==> src/rtl/smod_select_seq.sv <==
// smod_select_seq: z = ((a % c) == zero) ? c + 1 : a - 1 on signed DATAWIDTH-bit operands, via a bit-serial restoring divider.
// Latency: out_valid follows DATAWIDTH+2 edges counting the accept edge; with SMOD_SELECT_FASTPATH_EN, c == 0 or |a| < |c| takes 2.
// Backpressure: one op in flight; in_ready only in IDLE; the result is held in DONE until out_ready.
module smod_select_seq #(
  parameter int DATAWIDTH = 64
) (
  input  logic                 clk,
  input  logic                 rst,
  input  logic                 in_valid,
  output logic                 in_ready,
  input  logic [DATAWIDTH-1:0] a,
  input  logic [DATAWIDTH-1:0] c,
  input  logic [DATAWIDTH-1:0] zero,
  output logic                 out_valid,
  input  logic                 out_ready,
  output logic [DATAWIDTH-1:0] z,
  output logic                 div0
);

  localparam int CW = $clog2(DATAWIDTH);
  localparam logic [DATAWIDTH-1:0] ONE = DATAWIDTH'(1);

  typedef enum logic [1:0] {
    IDLE   = 2'd0,
    DIVIDE = 2'd1,
    FIX    = 2'd2,
    DONE   = 2'd3
  } state_t;

  state_t               state_q, state_d;
  logic [DATAWIDTH-1:0] rem_q, rem_d;     // partial remainder, always < 2^(DATAWIDTH-1) between steps
  logic [DATAWIDTH-1:0] dvd_q, dvd_d;     // |a|, shifted out MSB first
  logic [DATAWIDTH:0]   dvs_q, dvs_d;     // |c|
  logic                 neg_q, neg_d;     // sign of a, applied to the remainder
  logic                 czero_q, czero_d; // divisor was zero
  logic [DATAWIDTH-1:0] e_q, e_d;         // a - 1
  logic [DATAWIDTH-1:0] f_q, f_d;         // c + 1
  logic [DATAWIDTH-1:0] zero_q, zero_d;
  logic [DATAWIDTH-1:0] z_q, z_d;
  logic                 div0_q, div0_d;
  logic [CW-1:0]        cnt_q, cnt_d;

  logic [DATAWIDTH:0]   a_ext, c_ext, mag_a, mag_c;
  logic [DATAWIDTH:0]   shifted, diff;
  logic [DATAWIDTH-1:0] g;
  logic                 unused_top;

  // Operand magnitudes at DATAWIDTH+1 bits so |-2^(DATAWIDTH-1)| is exact.
  always_comb begin
    a_ext = {a[DATAWIDTH-1], a};
    c_ext = {c[DATAWIDTH-1], c};
    mag_a = a[DATAWIDTH-1] ? ('0 - a_ext) : a_ext;
    mag_c = c[DATAWIDTH-1] ? ('0 - c_ext) : c_ext;
  end

  // The top bits are provably zero: |a| <= 2^(DATAWIDTH-1) and a kept trial difference is < |c|.
  assign unused_top = mag_a[DATAWIDTH] ^ diff[DATAWIDTH];

  // Next-state, divider step and result select.
  always_comb begin
    state_d = state_q;
    rem_d   = rem_q;
    dvd_d   = dvd_q;
    dvs_d   = dvs_q;
    neg_d   = neg_q;
    czero_d = czero_q;
    e_d     = e_q;
    f_d     = f_q;
    zero_d  = zero_q;
    z_d     = z_q;
    div0_d  = div0_q;
    cnt_d   = cnt_q;
    shifted = {rem_q, dvd_q[DATAWIDTH-1]};
    diff    = shifted - dvs_q;
    // Remainder takes the dividend's sign. With c == 0 every trial subtract of
    // zero succeeds, so the remainder ends as |a| and g comes out as a itself.
    g       = neg_q ? ('0 - rem_q) : rem_q;

    case (state_q)
      IDLE: begin
        if (in_valid) begin
          zero_d  = zero;
          e_d     = a - ONE;
          f_d     = c + ONE;
          dvd_d   = mag_a[DATAWIDTH-1:0];
          dvs_d   = mag_c;
          neg_d   = a[DATAWIDTH-1];
          czero_d = (c == '0);
          rem_d   = '0;
          cnt_d   = CW'(DATAWIDTH - 1);
          state_d = DIVIDE;
`ifdef SMOD_SELECT_FASTPATH_EN
          // Quotient is zero (or undefined): the remainder is |a| directly.
          if ((c == '0) || (mag_a < mag_c)) begin
            rem_d   = mag_a[DATAWIDTH-1:0];
            state_d = FIX;
          end
`endif
        end
      end
      DIVIDE: begin
        dvd_d = {dvd_q[DATAWIDTH-2:0], 1'b0};
        if (shifted >= dvs_q) begin
          rem_d = diff[DATAWIDTH-1:0];
        end else begin
          rem_d = shifted[DATAWIDTH-1:0];
        end
        if (cnt_q == '0) begin
          state_d = FIX;
        end else begin
          cnt_d = cnt_q - CW'(1);
        end
      end
      FIX: begin
        z_d     = (g == zero_q) ? f_q : e_q;
        div0_d  = czero_q;
        state_d = DONE;
      end
      DONE: begin
        if (out_ready) begin
          state_d = IDLE;
        end
      end
      default: state_d = IDLE;
    endcase
  end

  // State and datapath registers; reset discards any in-flight operation.
  always_ff @(posedge clk or posedge rst) begin
    if (rst) begin
      state_q <= IDLE;
      rem_q   <= '0;
      dvd_q   <= '0;
      dvs_q   <= '0;
      neg_q   <= 1'b0;
      czero_q <= 1'b0;
      e_q     <= '0;
      f_q     <= '0;
      zero_q  <= '0;
      z_q     <= '0;
      div0_q  <= 1'b0;
      cnt_q   <= '0;
    end else begin
      state_q <= state_d;
      rem_q   <= rem_d;
      dvd_q   <= dvd_d;
      dvs_q   <= dvs_d;
      neg_q   <= neg_d;
      czero_q <= czero_d;
      e_q     <= e_d;
      f_q     <= f_d;
      zero_q  <= zero_d;
      z_q     <= z_d;
      div0_q  <= div0_d;
      cnt_q   <= cnt_d;
    end
  end

  assign in_ready  = (state_q == IDLE);
  assign out_valid = (state_q == DONE);
  assign z         = z_q;
  assign div0      = div0_q;

endmodule
==> config.mk <==
export PLATFORM = sky130hd
export DESIGN_NAME = smod_select_seq
export DESIGN_NICKNAME = d
export VERILOG_FILES = /design/src/rtl/smod_select_seq.sv
export SDC_FILE = /design/constraint.sdc
export NUM_CORES = 2
export LEC_CHECK = 0
export CAP_MARGIN = 5
export CORE_ASPECT_RATIO = 1.4
export CORE_MARGIN = 3
export CORE_UTILIZATION = 34
export CTS_CLUSTER_DIAMETER = 60
export DETAILED_ROUTE_END_ITERATION = 6
export HOLD_SLACK_MARGIN = 0.02
export SYNTH_ARGS = -nofsm -noshare
export SYNTH_HDL_FRONTEND = slang
export SYNTH_SLANG_ARGS = --single-unit
export TNS_END_PERCENT = 30
==> constraint.sdc <==
create_clock -name clk -period 37.1 [get_ports clk]
set_input_delay 5.565 -clock clk [delete_from_list [all_inputs] [get_ports clk]]
set_output_delay 5.565 -clock clk [all_outputs]
set_load 0.02 [all_outputs]
==> impl_metrics.json <==
{
  "status": "finished clean",
  "hpwl_um": 79840,
  "fin_skew_ns": 0.02065,
  "cts_hold_buffers": 0,
  "p_clk_share_pct": 17.7,
  "cp_max_fo": 6,
  "min_period_ns": 9.341,
  "initialDrtViolationCount": 1739,
  "rows": 127,
  "ant_nets": 0,
  "cts_root_buf": "clkbuf_16",
  "drt_pre_antenna_iters": 6,
  "seq_area_frac_synth_pct": 38.75,
  "yosysWarnings": 0,
  "mostFrequentLayoutCell": "nand2_1",
  "antenna_found_initial": 24,
  "setup_ws_ns": 27.76,
  "clk_pin_slew_ns": 0.07,
  "clk_path_buf_depth": 3,
  "clock_latency_ns": 0.63,
  "seq_power_share_pct": 29.9,
  "portBuffers": 262,
  "die_w_um": 255.8,
  "final_cell_mix": "673 x nand2_1, 460 x dfrtp_1, 422 x o21ai_0, 268 x nor2_1, 260 x clkdlybuf4s50_1",
  "core_um2": 86130,
  "critical_path.startpoint_type": "input port",
  "synthesis.nets": 3920,
  "critPathArrivalTime_ns": 9.91,
  "p_int_w": 0.001734,
  "tns_ns": 0,
  "p_sw_w": 0.001489,
  "cts_resized": 0,
  "synth_top_area_cell": "dfrtp_1",
  "cts_buffers": 54,
  "final.period_utilization_pct": 25.18,
  "nFillCells": 8853,
  "path_class": "in2reg",
  "cts_sinks": 460,
  "cts.htree.levels": 2,
  "power.share.switching_pct": 46.20,
  "syn_area_um2": 29710,
  "grt_usage_pct": 22.52,
  "ios": 263,
  "netlist_top_cells_area": "dfrtp_1 39%, nand2_1 8.5%, o21ai_0 7.1%, xor2_1 7.1%, xnor2_1 4.2%",
  "syn_to_final_growth_pct": 18.41,
  "postSynthAreaPerCell_um2": 8.146,
  "grt_pass1_wl_um": 159700,
  "peakVddDrop_mv": 0.07531,
  "avgViaCountPerCell": 5.281,
  "maxCapViolCount": 0,
  "power_density_nw_per_um2": 91.64,
  "max_slew_margin_pct": 24.17,
  "finalWirelength_um": 104300,
  "fin_nets": 4046,
  "slew_viol_final": 0,
  "worstPathRequired_ns": 37.66,
  "vias": 26360,
  "cts_tree": "yes",
  "cp-end-kind": "flip-flop",
  "final-setup-viol-count": 0,
  "async_reset_ff_share_pct": 100.0,
  "place.gp.congestion": 0.9846,
  "pre_cts_slack_ns": 27.04,
  "grt_pass1_vias": 26190,
  "ys_types": 84,
  "synth_top_area_share_pct": 38.75,
  "post_cts_buffers": 0,
  "grt_overflow": 0,
  "synth_edf_count": 0,
  "max_freq_mhz": 107.1,
  "die-area_um2": 91010,
  "pwr-share-comb_pct": 52.4,
  "ys.flop_type": "dfrtp_1",
  "drc": 0,
  "drive_gt1_share_pct": 4.429,
  "fp.dieH_um": 355.8,
  "rsz0062_at_grt": "false",
  "min_path_type": "reg2reg",
  "ff2ff_setup_slack_ns": 31.45,
  "syn_inst": 3647,
  "ys_ff_latch": 460,
  "initial_core_util_pct": 34.49,
  "wl_per_cell_um": 20.89,
  "grt_max_degree": 249,
  "hold_viol_final": 0,
  "max_slew.worst_pin.slew_ns": 1.122,
  "power.leakage_nw": 15.35
}
[metrics by stage]
step	hold WS (ns)	utilization [%]	area [µm²]	total power [W]	cells
2_1_floorplan	0.4444	-	29710	0.002094	3647
3_5_place_dp	0.4702	38.58	33230	0.002652	4878
3_3_place_gp	0.4603	38.58	33230	0.002642	4878
5_1_grt	0.4955	40.82	35150	0.003491	4982
4_1_cts	0.4838	40.80	35140	0.003242	4977
6_report	0.4730	40.84	35180	0.003224	4992
[Yosys cell counts (19+ instances only)]
| library cell | count |
|---|---|
| nor2_1 | 268 |
| or4_1 | 41 |
| xor2_1 | 241 |
| nor4_1 | 48 |
| dfrtp_1 | 460 |
| nand2_1 | 675 |
| o31ai_1 | 39 |
| a21o_1 | 40 |
| a21oi_1 | 209 |
| o41ai_1 | 19 |
| a31oi_1 | 21 |
| and3_1 | 35 |
| or3_1 | 46 |
| nand3_1 | 74 |
| nand4_1 | 50 |
| nor3_1 | 61 |
| o21ai_0 | 422 |
| inv_1 | 117 |
| ha_1 | 76 |
| clkbuf_1 | 196 |
| mux2i_1 | 107 |
| xnor2_1 | 142 |
[final cells by class]
class                      instances  area [µm²]  share of cell area, %
sequential                       460       11510                  32.72
inverter                         119       454.2                  1.291
clock buffer                      72        1520                  4.322
multi-input combinational       2845       16950                  48.18
antenna                           15       37.54                 0.1067
timing repair buffer             293        2858                  8.124
tap                             1161        1453                  4.129
clock inverter                    27       394.1                  1.120
[cells by family (layout without fill, tap and decap cells)]
| kind of cell | Yosys count | in the layout | synth area share, % |
|---|---|---|---|
| AOI/OAI and AO/OA | 881 | 881 | 17.09 |
| xor gates and xnor gates | 383 | 383 | 11.29 |
| adders and majority gates | 77 | 77 | 3.268 |
| buffers and inverters | 342 | 511 | 4.401 |
| DFF | 460 | 460 | 38.75 |
| muxes | 112 | 112 | 3.795 |
| other | 0 | 15 | 0 |
| and+or+nand+nor | 1392 | 1392 | 21.40 |
[critical path, stage by stage]
cell and delay, ns:
clkdlybuf4s50_1 0.50, or4_1 0.72, nor4_4 0.34, nand4b_1 0.39
or3_4 0.53, nor2_4 0.10, or4b_4 0.50, or4_4 0.54
o41ai_2 0.34, xnor2_1 0.16, mux2i_1 0.09, o21ai_1 0.13
[routing by layer]
metal,up-vias,track usage (%),share of wire (%)
met4,8,12.44,5.9
met3,214,3.640,4.7
met2,701,38.19,48
met5,-,0,0.056
met1,12500,27.34,42
li1,12940,-,-
[state kept, by name, summed over array words and instances (netlist names)]
register / cells
dvd_q: 64
dvs_q: 65
z: 64
e_q: 64
div0: 1
zero_q: 64
czero_q: 1
state_q: 2
neg_q: 1
rem_q: 64
f_q: 64
cnt_q: 6
[worst paths after layout]
kind                                start   endpoint  cells after the start
worst max-delay path                a[11]  dvd_q[61]                     12
worst max register to register  rem_q[17]      z[36]                     13
worst min register to register   dvs_q[4]   dvs_q[4]                      2
min in group asynchronous             rst  zero_q[2]                      2
worst min-delay path             dvs_q[4]   dvs_q[4]                      2
max in group asynchronous             rst      z[21]                      4
[power groups by stage]
stage,clock network [W],logic (W),registers [W]
2_1_floorplan,0,0.00118,0.000909
3_3_place_gp,0,0.00168,0.000966
3_5_place_dp,0,0.00169,0.000965
4_1_cts,0.000587,0.00169,0.000961
5_1_grt,0.000605,0.00189,0.000993
6_report,0.000570,0.00169,0.000963
No activity file was read; power rests on OpenSTA's default activity.
